[src/rtl/mem_arbiter_pkg.sv]
// rtl/mem_arbiter_pkg.sv - shared widths, IO base, state encoding and request types for mem_arbiter
package mem_arbiter_pkg;
   localparam int ADDR_W = 32;
   localparam int DATA_W = 32;
   localparam logic [ADDR_W-1:0] IO_BASE_DEF = 32'h30000;

   typedef enum logic [1:0] {
      ST_IDLE  = 2'd0,
      ST_READ  = 2'd1,
      ST_WRITE = 2'd2
   } state_e;

   typedef struct packed {
      logic              ls;
      logic [2:0]        len;
      logic [ADDR_W-1:0] pc;
      logic [DATA_W-1:0] dt;
   } dreq_t;

   function automatic logic [7:0] byte_sel(input logic [DATA_W-1:0] w, input logic [1:0] k);
      return w[{k, 3'b000} +: 8];
   endfunction
endpackage

[src/rtl/mem_arbiter_req_slot.sv]
// rtl/mem_arbiter_req_slot.sv - one-entry request holding slot; a same-cycle pulse is visible immediately
module mem_arbiter_req_slot #(
   parameter int W = 32
) (
   input  logic         clk,
   input  logic         rst,
   input  logic         en,
   input  logic         set,
   input  logic         take,
   input  logic         flush,
   input  logic [W-1:0] din,
   output logic         vld,
   output logic [W-1:0] dout
);
   logic         vld_q, vld_d;
   logic [W-1:0] dat_q, dat_d;

   always_comb begin
      vld   = ~flush & (vld_q | set);
      dout  = set ? din : dat_q;
      vld_d = vld_q;
      dat_d = dat_q;
      if (set) begin
         vld_d = 1'b1;
         dat_d = din;
      end
      // A pulse consumed by the dispatch in its own cycle must not linger.
      if (take | flush) vld_d = 1'b0;
   end

   always_ff @(posedge clk) begin
      if (rst) begin
         vld_q <= 1'b0;
         dat_q <= '0;
      end else if (en) begin
         vld_q <= vld_d;
         dat_q <= dat_d;
      end
   end
endmodule

[src/rtl/mem_arbiter.sv]
// rtl/mem_arbiter.sv - byte-serial RAM port arbiter between icache fetches and dcache loads/stores
module mem_arbiter
   import mem_arbiter_pkg::*;
#(
   parameter logic [ADDR_W-1:0] IO_BASE = IO_BASE_DEF
) (
   input  logic              clk,
   input  logic              rst,
   input  logic              rdy,
   input  logic              clr,
   input  logic              i_en,
   input  logic [ADDR_W-1:0] i_pc,
   output logic              i_done,
   output logic [DATA_W-1:0] i_dt,
   input  logic              d_en,
   input  logic              d_ls,
   input  logic [ADDR_W-1:0] d_pc,
   input  logic [DATA_W-1:0] d_dt,
   input  logic [2:0]        d_len,
   output logic              d_done,
   output logic [DATA_W-1:0] d_dt_o,
   input  logic [7:0]        mem_din,
   output logic [7:0]        mem_dout,
   output logic [ADDR_W-1:0] mem_a,
   output logic              mem_wr,
   input  logic              io_buffer_full
);
   state_e            state_q, state_d;
   logic [2:0]        cnt_q, cnt_d, len_q, len_d;
   logic              src_q, src_d;
   logic [ADDR_W-1:0] base_q, base_d;
   logic [DATA_W-1:0] wdat_q, wdat_d, buf_q, buf_d;
   logic              i_done_q, i_done_d, d_done_q, d_done_d;
   logic [DATA_W-1:0] i_dt_q, i_dt_d, d_dt_q, d_dt_d;
   logic              i_vld, d_vld, i_take, d_take, fin, stall, mem_wr_c;
   logic [ADDR_W-1:0] i_req;
   dreq_t             d_req;

   mem_arbiter_req_slot #(.W(ADDR_W)) u_islot (
      .clk(clk), .rst(rst), .en(rdy), .set(i_en & rdy), .take(i_take), .flush(clr),
      .din(i_pc), .vld(i_vld), .dout(i_req)
   );

   mem_arbiter_req_slot #(.W($bits(dreq_t))) u_dslot (
      .clk(clk), .rst(rst), .en(rdy), .set(d_en & rdy), .take(d_take), .flush(1'b0),
      .din({d_ls, d_len, d_pc, d_dt}), .vld(d_vld), .dout(d_req)
   );

   always_comb begin
      state_d  = state_q;
      cnt_d    = cnt_q;
      len_d    = len_q;
      src_d    = src_q;
      base_d   = base_q;
      wdat_d   = wdat_q;
      buf_d    = buf_q;
      i_dt_d   = i_dt_q;
      d_dt_d   = d_dt_q;
      i_done_d = 1'b0;
      d_done_d = 1'b0;
      i_take   = 1'b0;
      d_take   = 1'b0;
      fin      = 1'b0;
      mem_a    = '0;
      mem_wr_c = 1'b0;
      mem_dout = '0;
      stall    = (base_q >= IO_BASE) && io_buffer_full;
      case (state_q)
         ST_READ: begin
            if (cnt_q < len_q) mem_a = base_q + ADDR_W'(cnt_q);
            // RAM data lags the address by one cycle, so byte cnt-1 arrives now.
            if (cnt_q != 3'd0) buf_d[{cnt_q[1:0] - 2'd1, 3'b000} +: 8] = mem_din;
            cnt_d = cnt_q + 3'd1;
            if (!src_q && clr) begin
               fin = 1'b1;
            end else if (cnt_q == len_q) begin
               fin = 1'b1;
               if (src_q) begin
                  d_done_d = 1'b1;
                  d_dt_d   = buf_d;
               end else begin
                  i_done_d = 1'b1;
                  i_dt_d   = buf_d;
               end
            end
         end
         ST_WRITE: begin
            if (!stall) begin
               mem_wr_c = 1'b1;
               mem_a    = base_q + ADDR_W'(cnt_q);
               mem_dout = byte_sel(wdat_q, cnt_q[1:0]);
               cnt_d    = cnt_q + 3'd1;
               if (cnt_q == len_q - 3'd1) begin
                  fin      = 1'b1;
                  d_done_d = 1'b1;
               end
            end
         end
         default: fin = 1'b1;
      endcase
      // Dispatch at the completion edge; dcache has priority, no preemption.
      if (fin) begin
         state_d = ST_IDLE;
         if (d_vld) begin
            d_take  = 1'b1;
            state_d = d_req.ls ? ST_WRITE : ST_READ;
            src_d   = 1'b1;
            base_d  = d_req.pc;
            len_d   = d_req.len;
            wdat_d  = d_req.dt;
            cnt_d   = 3'd0;
            buf_d   = '0;
         end else if (i_vld) begin
            i_take  = 1'b1;
            state_d = ST_READ;
            src_d   = 1'b0;
            base_d  = i_req;
            len_d   = 3'd4;
            cnt_d   = 3'd0;
            buf_d   = '0;
         end
      end
   end

   assign mem_wr = mem_wr_c & rdy;
   assign i_done = i_done_q;
   assign d_done = d_done_q;
   assign i_dt   = i_dt_q;
   assign d_dt_o = d_dt_q;

   always_ff @(posedge clk) begin
      if (rst) begin
         state_q  <= ST_IDLE;
         cnt_q    <= '0;
         len_q    <= '0;
         src_q    <= 1'b0;
         base_q   <= '0;
         wdat_q   <= '0;
         buf_q    <= '0;
         i_done_q <= 1'b0;
         d_done_q <= 1'b0;
         i_dt_q   <= '0;
         d_dt_q   <= '0;
      end else if (rdy) begin
         state_q  <= state_d;
         cnt_q    <= cnt_d;
         len_q    <= len_d;
         src_q    <= src_d;
         base_q   <= base_d;
         wdat_q   <= wdat_d;
         buf_q    <= buf_d;
         i_done_q <= i_done_d;
         d_done_q <= d_done_d;
         i_dt_q   <= i_dt_d;
         d_dt_q   <= d_dt_d;
      end
   end
endmodule

[config.mk]
export PLATFORM = sky130hd
export DESIGN_NAME = mem_arbiter
export DESIGN_NICKNAME = d
export VERILOG_FILES = /design/src/rtl/mem_arbiter_pkg.sv /design/src/rtl/mem_arbiter_req_slot.sv /design/src/rtl/mem_arbiter.sv
export SDC_FILE = /design/constraint.sdc
export NUM_CORES = 1
export LEC_CHECK = 0
export BUFFER_PORTS_ARGS = -buffer_cell sky130_fd_sc_hd__buf_2
export CORE_MARGIN = 5
export CORE_UTILIZATION = 33
export CTS_CLUSTER_SIZE = 8
export DETAILED_ROUTE_END_ITERATION = 7
export GPL_TIMING_DRIVEN = 0
export MAX_ROUTING_LAYER = met4
export PLACE_DENSITY = 0.62
export SKIP_CTS_REPAIR_TIMING = 1
export SLEW_MARGIN = 40
export SYNTH_ARGS = -nofsm -noshare
export SYNTH_HDL_FRONTEND = slang
export SYNTH_SLANG_ARGS = --single-unit
[constraint.sdc]
create_clock -name clk -period 3.3 [get_ports clk]
set_input_delay 0.165 -clock clk [delete_from_list [all_inputs] [get_ports clk]]
set_output_delay 0.165 -clock clk [all_outputs]
set_load 0.005 [all_outputs]
==> results.yml, run 1 <==
outcome:
  status: "aborted with a tool error"
  stop_stage: "detailed routing (5_2_route)"
  error_line: "[ERROR DRT-0255] Maze Route cannot find path of net clk in worker of routeBox ( 193200 0 ) ( 202120 48300 )."
synth:
  synth_top_area_share_pct: 44.9
  synth_edf_count: 0
  ys_types: 59
  syn_avg_cell_area_sq_um: 8.92
  synthMuxAreaShare_pct: 7.95
  yosys.area.top_type: "dfxtp_1"
  synth.most_common_cell: "dfxtp_1"
  ys_ff_latch: 273
  synth_async_sr_flop_share_pct: 0
  synth.net_count: 1497
  yosys.area_share.simple_pct: 16.5
  synth-compound-area-share_pct: 22.4
  netlist_area_sq_um: 12200
  synth_xor_area_share_pct: 2.05
  synth_top_family_by_area: "compound AO/OA/AOI/OAI gates"
  synth_area_leaders: "dfxtp_1 45%, a211oi_1 6.1%, nand2_1 5.9%"
  synth_adder_area_share_pct: 1.71
  synth_commonest_cells: "273 x dfxtp_1, 190 x nand2_1, 136 x nor2_1"
  synthCells: 1366
  yosysWarnings: 0
  ys_seq_area_share_pct: 44.9
  synth_ff_type: "dfxtp_1"
timing:
  grt_repair_worst_endpoint: "mem_a[5]"
  endpoint_type: "top-level output"
floorplan:
  io-pin-count: 222
  row_count: 70
  initial_core_util_pct: 33.4
  die_h_microns: 202
  die_x_microns: 202
clock_network:
  cts.sinks: 273
  clockBufferDepth: 3
  root_buffer: "clkbuf_16"
  numCtsBuffers: 40
  htree_levels: 2
grt:
  grt_pass1_vias: 11000
  overflow: 0
  antenna_found_initial: 1
  grt_pass1_wl_mm: 61.1
  grt_max_degree: 11
  grt_use_total_pct: 19.1
placement:
  portBuffers: 220
  hpwl_mm: 29.6
  place_ws_ns: -0.201
  gp_congestion: 0.847
logic make-up after synthesis:
kind of cell,Yosys count
adders and majority gates,16
and+or+nand+nor,441
buffers and inverters,134
muxes,73
DFF,273
xor gates and xnor gates,27
AOI/OAI and AO/OA,402
per-layer routing:
layer,global-route usage [%]
met1,25.4
met2,30.1
met3,3.50
met4,4.90
met5,-
through the flow:
| stage | cells | hold slack [ns] | cell area (sq um) | setup TNS, ns |
|---|---|---|---|---|
| 5_1_grt | 2200 | 0.104 | 16000 | 0 |
| 4_1_cts | 2101 | -0.118 | 15000 | -10.0 |
| 3_5_place_dp | 2054 | 0.430 | 13900 | -7.13 |
| 3_3_place_gp | 2054 | 0.416 | 13900 | -13.58 |
| 2_1_floorplan | 1366 | 0.301 | 12200 | 0 |
==> run 2: changes to the inputs <==
--- a/config.mk
+++ b/config.mk
@@ -7,12 +7,10 @@
 export LEC_CHECK = 0
 export BUFFER_PORTS_ARGS = -buffer_cell sky130_fd_sc_hd__buf_2
 export CORE_MARGIN = 5
-export CORE_UTILIZATION = 33
-export CTS_CLUSTER_SIZE = 8
+export CORE_UTILIZATION = 20
 export DETAILED_ROUTE_END_ITERATION = 7
 export GPL_TIMING_DRIVEN = 0
-export MAX_ROUTING_LAYER = met4
-export PLACE_DENSITY = 0.62
+export PLACE_DENSITY_LB_ADDON = 0.15
 export SKIP_CTS_REPAIR_TIMING = 1
 export SLEW_MARGIN = 40
 export SYNTH_ARGS = -nofsm -noshare
==> run 2 against run 1 <==
The flow now finishes, with violations (negative hold slack). Synthesized cell count unchanged. Global-route usage down 5.5 points. Area after synthesis unchanged.
==> results.yml, run 2 <==
floorplan:
  core-area_sq_um: 60400
  dieArea_sq_um: 65900
  row_count: 90
  io-pin-count: 222
  die_x_microns: 257
  die_h_microns: 257
  initial_core_util_pct: 20.2
timing:
  fin_ws_ns: 0.203
  report.final.slew_viol_count: 0
  worst_slew_pin_slew_ns: 0.794
  rsz0062_at_grt: "false"
  period_needed_ns: 3.10
  max_freq_mhz: 323
  fin_hold_ws_ns: -0.0362
  timing.slew.headroom_pct: 47.0
  hold_viol_final: 2
  period_share_pct: 93.8
  fin_worst_skew_ns: 0.0220
  setup_viol: 0
route:
  avgRoutedWirePerCell_microns: 18.7
  finalWirelength_mm: 47.3
  dr.pass1.iters: 7
  vias_per_cell: 4.43
  ant_nets: 0
  first_iter_violations: 479
  remaining_drc_errors: 0
  num_vias: 11200
grt:
  grt_pass1_vias: 11000
  grt_use_total_pct: 13.6
  met1_usage_pct: 18.5
  overflow: 0
  grt.met2_usage_pct: 21.8
  grt_pass1_wl_mm: 69.9
  grt_busiest_layer: "met2"
  grt_max_degree: 12
  grtUsageMet3_pct: 2.72
  antenna_found_initial: 5
cells_and_area:
  layout.nets: 1849
  largest_reg_flops: 68
  fillers: 6508
  regMostFlops: "u_dslot.dat_q"
  layout_commonest_cell: "dfxtp_1"
  instances_no_fill: 2529
  fin_util_pct: 27.3
  mostFrequentLayoutCells: "271 x dfxtp_1, 240 x buf_2, 190 x nand2_1"
  area_growth_pct: 35.5
  drive_above_1_share_pct: 20.9
power_and_ir_drop:
  vdd_ir_drop_max_v: 0.000261
  p_int_mw: 6.22
  pwr-share-clk_pct: 46.6
  combPwrFrac_pct: 11.6
  p_sw_share_pct: 26.3
  cellPowerDensity_nw_per_um2: 511
  p_leak_nw: 6.53
  sequentialPowerShare_pct: 41.8
  p_sw_mw: 2.22
synth:
  synth_top_area_share_pct: 44.9
  synth_commonest_cells: "273 x dfxtp_1, 190 x nand2_1, 136 x nor2_1"
  synth.net_count: 1497
  synth_ff_type: "dfxtp_1"
  synth_area_leaders: "dfxtp_1 45%, a211oi_1 6.1%, nand2_1 5.9%"
  ys_ff_latch: 273
  ys_seq_area_share_pct: 44.9
  synth.most_common_cell: "dfxtp_1"
  yosys.area.top_type: "dfxtp_1"
  syn_avg_cell_area_sq_um: 8.92
  netlist_area_sq_um: 12200
  ys_types: 59
  synthCells: 1366
  yosysWarnings: 0
  synth_edf_count: 0
  synth_async_sr_flop_share_pct: 0
clock_network:
  clkLatencyLatePin_ns: 0.54
  numCtsBuffers: 36
  cts_tree: "yes"
  cts.sinks: 273
  clockBufferDepth: 3
  clkTransAtPathRegs_ns: 0.05
  htree_levels: 2
  root_buffer: "clkbuf_16"
critical_path:
  worst-setup-path-type: "flip-flop to output pin"
  critPathArrivalTime_ns: 2.93
  crit_required_ns: 3.13
  startpoint_type: "flip-flop"
  endpoint_kind: "output pin"
  rrSetupSlack_ns: 0.32
  cp_max_fo: 6
  r2r.worst_path.cells: 9
outcome:
  violations: "negative hold slack"
  status: "finished, violations left"
placement:
  portBuffers: 220
  gp_congestion: 0.794
  dp.cells: 2369
  hpwl_mm: 35.8
  place_ws_ns: -0.446
min_path:
  holdPathStages: 3
  hp-class: "input pin to flip-flop"
job:
  drv_cap: 0
run 2: cell counts after synthesis:
No cell type changed its count.
run 2: worst max-delay path: stages, from the launching register on:
cell	delay [ns]
dfxtp_2	0.44
ha_1	0.23
fa_1	0.23
a21oi_1	0.11
nor4b_2	0.69
nand3_1	0.23
xor2_1	0.20
nor2_1	0.14
buf_2	0.14
run 2: layout make-up:
| type | instances | area, sq um | share of cell area (%) |
|---|---|---|---|
| Multi-Input combinational cell | 959 | 6270 | 38.0 |
| Sequential cell | 273 | 5470 | 33.1 |
| Timing Repair Buffer | 315 | 2050 | 12.4 |
| Clock buffer | 54 | 1030 | 6.24 |
| Tap cell | 782 | 978 | 5.93 |
| Buffer | 106 | 462 | 2.80 |
| Clock inverter | 11 | 140 | 0.849 |
| Inverter | 27 | 101 | 0.614 |
| Antenna cell | 2 | 5.00 | 0.0303 |
run 2: kinds of logic after synthesis:
family | count (synthesis) | share of synthesized area [%]
xor+xnor | 27 | 2.05
simple gates | 441 | 16.5
flops | 273 | 44.9
buf+inv | 134 | 4.54
fa+ha+maj | 16 | 1.71
mux | 73 | 7.95
compound gates | 402 | 22.4
run 2: path summary, 6_finish.rpt:
check	startpoint	end
worst max-delay path	cnt_q[0]	mem_a[28]
worst min register to register	u_dslot.dat_q[36]	u_dslot.dat_q[36]
worst min-delay path	i_pc[2]	u_islot.dat_q[2]
worst max register to register	cnt_q[0]	base_q[12]
run 2: metal layers:
| layer | wire, microns | vias up |
|---|---|---|
| li1 | - | 5569 |
| met1 | 22600 | 5369 |
| met2 | 21700 | 204 |
| met3 | 1780 | 65 |
| met4 | 1160 | 4 |
| met5 | 27 | - |
run 2: power by group through the flow:
stage / Clock, mW / Combinational, mW / Sequential (mW)
6_report: 3.93 / 0.980 / 3.53
5_1_grt: 4.20 / 1.09 / 3.54
4_1_cts: 4.07 / 0.898 / 3.52
3_5_place_dp: 0 / 0.896 / 3.59
3_3_place_gp: 0 / 0.885 / 3.59
2_1_floorplan: 0 / 0.535 / 3.57
run 2: through the flow:
step           area (sq um)  total power [mW]  setup TNS [ns]
2_1_floorplan         12200              4.10               0
5_1_grt               16500              8.83               0
3_3_place_gp          14300              4.48          -35.87
4_1_cts               15500              8.49          -29.19
3_5_place_dp          14300              4.49          -19.03
6_report              16500              8.44               0
(Power assumes the default switching activity.)
